[config.mk]
export PLATFORM = sky130hd
export DESIGN_NAME = rs232_rx_ctrl
export DESIGN_NICKNAME = d
export VERILOG_FILES = /design/src/rtl/rs232_pkg.sv /design/src/rtl/rs232_rx_fifo.sv /design/src/rtl/rs232_rx_ctrl.sv
export SDC_FILE = /design/constraint.sdc
export NUM_CORES = 1
export LEC_CHECK = 0
export BUFFER_PORTS_ARGS = -buffer_cell sky130_fd_sc_hd__buf_4
export CORE_UTILIZATION = 35
export DETAILED_ROUTE_END_ITERATION = 12
export SLEW_MARGIN = 10
export SYNTH_ARGS = -nofsm -noshare
export SYNTH_HDL_FRONTEND = slang
export SYNTH_HIERARCHICAL = 1
export SYNTH_SLANG_ARGS = --single-unit
export TNS_END_PERCENT = 1
[constraint.sdc]
create_clock -name clk -period 3.6 [get_ports clk]
set_input_delay 0.72 -clock clk [delete_from_list [all_inputs] [get_ports clk]]
set_output_delay 0.72 -clock clk [all_outputs]
set_load 0.02 [all_outputs]
[src/rtl/rs232_pkg.sv]
// Shared definitions for the RS232 receive path: drain FSM encoding,
// control-register bit map and receiver baud limits.
package rs232_pkg;

    localparam int unsigned DATA_W = 8;
    localparam int unsigned CTL_W  = 4;

    typedef enum logic [1:0] {
        IDLE = 2'd0,
        ACK  = 2'd1,
        WAIT = 2'd2
    } rx_state_e;

    localparam int unsigned CTL_FSEL    = 0;
    localparam int unsigned CTL_CLR_OVR = 1;
    localparam int unsigned CTL_FLUSH   = 2;
    localparam int unsigned CTL_IE      = 3;

    // Bit-period limits in 25 MHz clocks for the two supported baud rates
    localparam int unsigned CLK_HZ        = 25_000_000;
    localparam int unsigned LIM_115200    = CLK_HZ / 115_200;
    localparam int unsigned LIM_230400    = CLK_HZ / 230_400;
    localparam int unsigned LIM_115200_HF = LIM_115200 / 2;
    localparam int unsigned LIM_230400_HF = LIM_230400 / 2;

endpackage

[src/rtl/rs232_rx_fifo.sv]
// DEPTH x 8 synchronous FIFO with flush, occupancy count and a registered
// head byte that reads as zero when empty.
module rs232_rx_fifo
    import rs232_pkg::*;
#(
    parameter int unsigned DEPTH = 16,
    parameter int unsigned AW    = 4
) (
    input  logic              clk,
    input  logic              rst,
    input  logic              push,
    input  logic              pop,
    input  logic              flush,
    input  logic [DATA_W-1:0] wdata,
    output logic [DATA_W-1:0] head,
    output logic              valid,
    output logic [AW:0]       count
);

    localparam int unsigned CW = AW + 1;

    logic [DATA_W-1:0] mem [DEPTH];
    logic [AW-1:0]     wr_ptr;
    logic [AW-1:0]     rd_ptr;
    logic [AW-1:0]     rd_ptr_nx;
    logic [CW-1:0]     count_nx;
    logic [DATA_W-1:0] head_nx;
    logic              pop_ok;
    logic              bypass;

    // Next occupancy and next head; a push landing in the slot that becomes
    // the head this cycle is forwarded straight from wdata.
    always_comb begin
        pop_ok    = pop && (count != '0);
        rd_ptr_nx = pop_ok ? rd_ptr + AW'(1) : rd_ptr;
        count_nx  = count;
        if (push && !pop_ok) begin
            count_nx = count + CW'(1);
        end else if (!push && pop_ok) begin
            count_nx = count - CW'(1);
        end
        bypass  = push && ((count == '0) || (pop_ok && (count == CW'(1))));
        head_nx = '0;
        if (flush) begin
            count_nx = '0;
        end else if (count_nx != '0) begin
            head_nx = bypass ? wdata : mem[rd_ptr_nx];
        end
    end

    always_ff @(posedge clk) begin
        if (push && !flush) begin
            mem[wr_ptr] <= wdata;
        end
    end

    always_ff @(posedge clk or negedge rst) begin
        if (!rst) begin
            wr_ptr <= '0;
            rd_ptr <= '0;
            count  <= '0;
            head   <= '0;
            valid  <= 1'b0;
        end else begin
            count <= count_nx;
            head  <= head_nx;
            valid <= (count_nx != '0);
            if (flush) begin
                wr_ptr <= '0;
                rd_ptr <= '0;
            end else begin
                rd_ptr <= rd_ptr_nx;
                if (push) begin
                    wr_ptr <= wr_ptr + AW'(1);
                end
            end
        end
    end

endmodule

[src/rtl/rs232_rx_ctrl.sv]
// Receive-side controller: drains receiver bytes via rdy/done into a FIFO
// and exposes data, status and control registers to the CPU bus.
module rs232_rx_ctrl
    import rs232_pkg::*;
#(
    parameter int unsigned DEPTH = 16,
    parameter int unsigned AW    = 4
) (
    input  logic              clk,
    input  logic              rst,
    input  logic              rx_rdy,
    input  logic [DATA_W-1:0] rx_data,
    output logic              rx_done,
    output logic              rx_fsel,
    input  logic              io_rd,
    input  logic              io_wr,
    input  logic [CTL_W-1:0]  io_wdata,
    output logic [DATA_W-1:0] rd_data,
    output logic              valid,
    output logic [AW:0]       count,
    output logic              overrun,
    output logic              irq
);

    localparam int unsigned CW = AW + 1;

    rx_state_e state;
    logic      ie;
    logic      capture;
    logic      flush;
    logic      room;
    logic      push;
    logic      drop;

    // A full FIFO still has room when the CPU pops in the same cycle
    always_comb begin
        capture = (state == IDLE) && rx_rdy;
        flush   = io_wr && io_wdata[CTL_FLUSH];
        room    = (count < CW'(DEPTH)) || (io_rd && valid);
        push    = capture && !flush && room;
        drop    = capture && !flush && !room;
    end

    rs232_rx_fifo #(
        .DEPTH (DEPTH),
        .AW    (AW)
    ) u_fifo (
        .clk   (clk),
        .rst   (rst),
        .push  (push),
        .pop   (io_rd),
        .flush (flush),
        .wdata (rx_data),
        .head  (rd_data),
        .valid (valid),
        .count (count)
    );

    // Drain handshake; WAIT holds until rx_rdy falls so a byte is taken once
    always_ff @(posedge clk or negedge rst) begin
        if (!rst) begin
            state   <= IDLE;
            rx_done <= 1'b0;
        end else begin
            rx_done <= 1'b0;
            case (state)
                IDLE: begin
                    if (rx_rdy) begin
                        state   <= ACK;
                        rx_done <= 1'b1;
                    end
                end
                ACK:  state <= WAIT;
                WAIT: begin
                    if (!rx_rdy) begin
                        state <= IDLE;
                    end
                end
                default: state <= IDLE;
            endcase
        end
    end

    always_ff @(posedge clk or negedge rst) begin
        if (!rst) begin
            rx_fsel <= 1'b0;
            ie      <= 1'b0;
            overrun <= 1'b0;
            irq     <= 1'b0;
        end else begin
            irq <= valid && ie;
            if (io_wr) begin
                rx_fsel <= io_wdata[CTL_FSEL];
                ie      <= io_wdata[CTL_IE];
            end
            if (drop) begin
                overrun <= 1'b1;
            end else if (io_wr && io_wdata[CTL_CLR_OVR]) begin
                overrun <= 1'b0;
            end
        end
    end

endmodule
==> results.md <==
- Status: completed
- First drt pass iteration count: 5
- Int Power: 4.576 mW
- Non-Filler Instances: 789
- Largest stage delay, worst path: 0.54 ns
- Std-Cell Core Area: 21290 um^2
- Post-synthesis adder-cell area fraction: 0.01464
- Post-CTS setup buffers: 0
- Initial core utilization: 0.3614
- Final WS setup: 0.5210 ns
- Synth top area cells: edfxtp_1 (50%), mux4_2 (19%), dfrtp_1 (9.4%), and2_1 (1.5%), ha_1 (1.5%)
- Max-slew violation count: 0
- Combinational power share: 0.423
- Initial antenna violation count: 0
- Synth cell types: 57
- HP Class: in2async
- WL/cell: 23.53 um
- Syn Inst Count: 471
- Headroom to the max-slew limit: 0.2310
- GRT Resource Usage Total: 0.1757
- Setup violators final: 0
- Critical Path AT: 3.39 ns
- Largest family of logic cells by synthesized area: multiplexers
- Vias per inst: 5.883
- Crit start category: flip-flop
- Yosys warnings: 6
- Nets: 528
- Max clock buf depth: 2
- Post-cts hold buffer count: 0
- PwrDens: 792.6 nW/um^2
- Synth Area in Compound Gates: 0.06489
- Least-Margin Pin Slew: 1.145 ns
- CTS root buf: clkbuf_16
- Worst r2r src: u_fifo/count[1]$_DFF_PN0_
- Post-route ant nets: 0
- Area grow syn2layout: 14.34%
- Sw Pwr: 2.396 mW
- Share of power burned in registers: 0.334
- Synth Area in Simple Gates: 0.09107
- Leakage: 2.956 nW
- Register area share after synthesis: 0.5939
- Worst clock skew: 0.007286 ns
- CP top delay family: simple AND/OR/NAND/NOR gates
- Routed via count: 4642
- Drt total wl: 18560 um
- Sw Ratio: 0.3437
- Drc violations: 0
- DP Cell Count: 758
- Setup TNS: 0 ns
- Max VDD drop: 0.0003873 V
- Worst slack at placement: 0.5283 ns
- Cell taking the most area after synthesis: edfxtp_1
- Share of the synthesized area in the top cell type: 0.4996
- Syn_area_per_cell: 16.33 um^2
- Share of total power in the clock network: 0.242
- MaxCap Viol Count: 0
- Count leader, synth: edfxtp_1
- Fin util: 0.4133
- Clk sinks: 157
- Die area: 22580 um^2
- Critical-path cell list: inv_1, ha_1, or4b_4, and2_4, o311a_1, a211oi_2, a41oi_2, and3_1
- Crit Path Category: reg2reg
- Reg-to-reg setup timing slack: 0.52 ns
- Synth cell count leaders: edfxtp_1 (128), mux4_2 (64), dfrtp_1 (29)
- Final worst path period share: 0.8553
- Max Freq: 0.3248 GHz
- CP bufs+invs: 1
- Ports: 35
- Layout cells sized above 1: 0.2899
- Die width: 150.3 um
- CTS tree: built
- CTS buffer count: 17
- Worst reg2reg path depth: 8
- Post-synth EDFFs: 128
- Critical Path Sink Type: flip-flop
- Die height: 150.3 um
- DP HPWL: 12300 um
- Worst path slowest cell: or4b_4
- First-pass GRT wire length: 28530 um
- Synthesized area: 7694 um^2
- RSZ-0062 raised after global routing: no
- Overall Power: 6.972 mW
- Syn_nets: 497
- Final critical-path required period: 3.079 ns
- Reg-to-Reg End: u_fifo/head[6]$_DFF_PN0_
- FF+latch count, synth: 157
- Worst-Skew Late Latency: 0.42 ns
- Hold Vio Cnt, Final: 0
- Pin count of the biggest net entering global routing: 38
- Placer congestion estimate: 0.8344
- H-Tree Depth: 4
- Worst-path clk slew: 0.06 ns
- Row count: 53
- Ys async rst share: 0.1847
- CP max FO: 31
- GRT Residual Overflow: 0
- Xor/xnor share of the synthesized area: 0.01025
- Critical path required time: 3.91 ns
- Main synth FF type: edfxtp_1
- Ant diodes: 0
- Vias in the first global route: 4665
- Resize count post-CTS: 0
- Initial drt markers: 442
- PortBufs: 34
- Mux contribution to synthesized area: 0.2046
registers in the layout (all words and copies together) (netlist names), 2 cells and up:
name	count
u_fifo/rd_ptr	4
u_fifo/wr_ptr	4
u_fifo/count	5
state	2
u_fifo/head	8
u_fifo/mem	128
worst max-delay path by stage:
stage	start	cells past startpoint	end
6_report	u_fifo/count[1]$_DFF_PN0_	8	u_fifo/head[6]$_DFF_PN0_
5_1_grt	u_fifo/count[0]$_DFF_PN0_	8	u_fifo/head[6]$_DFF_PN0_
4_1_cts	u_fifo/count[1]$_DFF_PN0_	8	u_fifo/head[6]$_DFF_PN0_
3_5_place_dp	u_fifo/count[1]$_DFF_PN0_	8	u_fifo/head[6]$_DFF_PN0_
3_3_place_gp	u_fifo/count[1]$_DFF_PN0_	8	u_fifo/head[6]$_DFF_PN0_
2_1_floorplan	io_wr	6	u_fifo/mem[3][0]$_DFFE_PP_
cell families (layout without fill, tap and decap cells):
kind of cell               count (synthesis)  count (layout)
DFF                                      157             157
and+or+nand+nor                          120             120
muxes                                     76              76
AOI/OAI and AO/OA                         64              64
buffers and inverters                     36              79
adders and majority gates                  9               9
xor gates and xnor gates                   9               9
metal layers:
layer / vias to the layer above / part of all wire / track usage
met5: - / 0 / 0
met4: 0 / 0.022 / 0.05859
met3: 34 / 0.071 / 0.03970
met2: 205 / 0.49 / 0.2818
met1: 2436 / 0.42 / 0.2354
li1: 1967 / - / -
through the flow:
stage	hold WS, ns	area, um^2
6_report	0.2186	8797
5_1_grt	0.2457	8797
4_1_cts	0.2211	8797
3_5_place_dp	0.4740	8252
3_3_place_gp	0.4760	8252
2_1_floorplan	0.4244	7694
power groups by stage:
stage	sequential, mW	clock [mW]	combinational, mW
final	2.33	1.69	2.95
after detailed placement	2.37	0	2.94
after global placement	2.36	0	2.91
after global routing	2.36	1.79	3.15
after floorplan	2.34	0	2.11
after CTS	2.33	1.72	2.96
area by class of cell:
class	count	area, um^2
clock buffer	19	432.9
timing repair buffer	43	347.8
multi-input combinational	278	2968
tap	275	344.1
inverter	5	18.77
sequential	157	4573
clock inverter	12	112.6
fill	1908	12490
layout by cell type, fill, tap and decap left out, types with 9 or more instances in the layout:
cell       instances
nor3b_1           11
dfrtp_1           28
a21oi_1           14
and3_1            11
buf_4             41
edfxtp_1         128
mux4_2            64
nand2b_1           9
and2_1            19
clkbuf_16         17
nor2_1            17
nand2_1           28
Power figures use the tool's default switching activity.
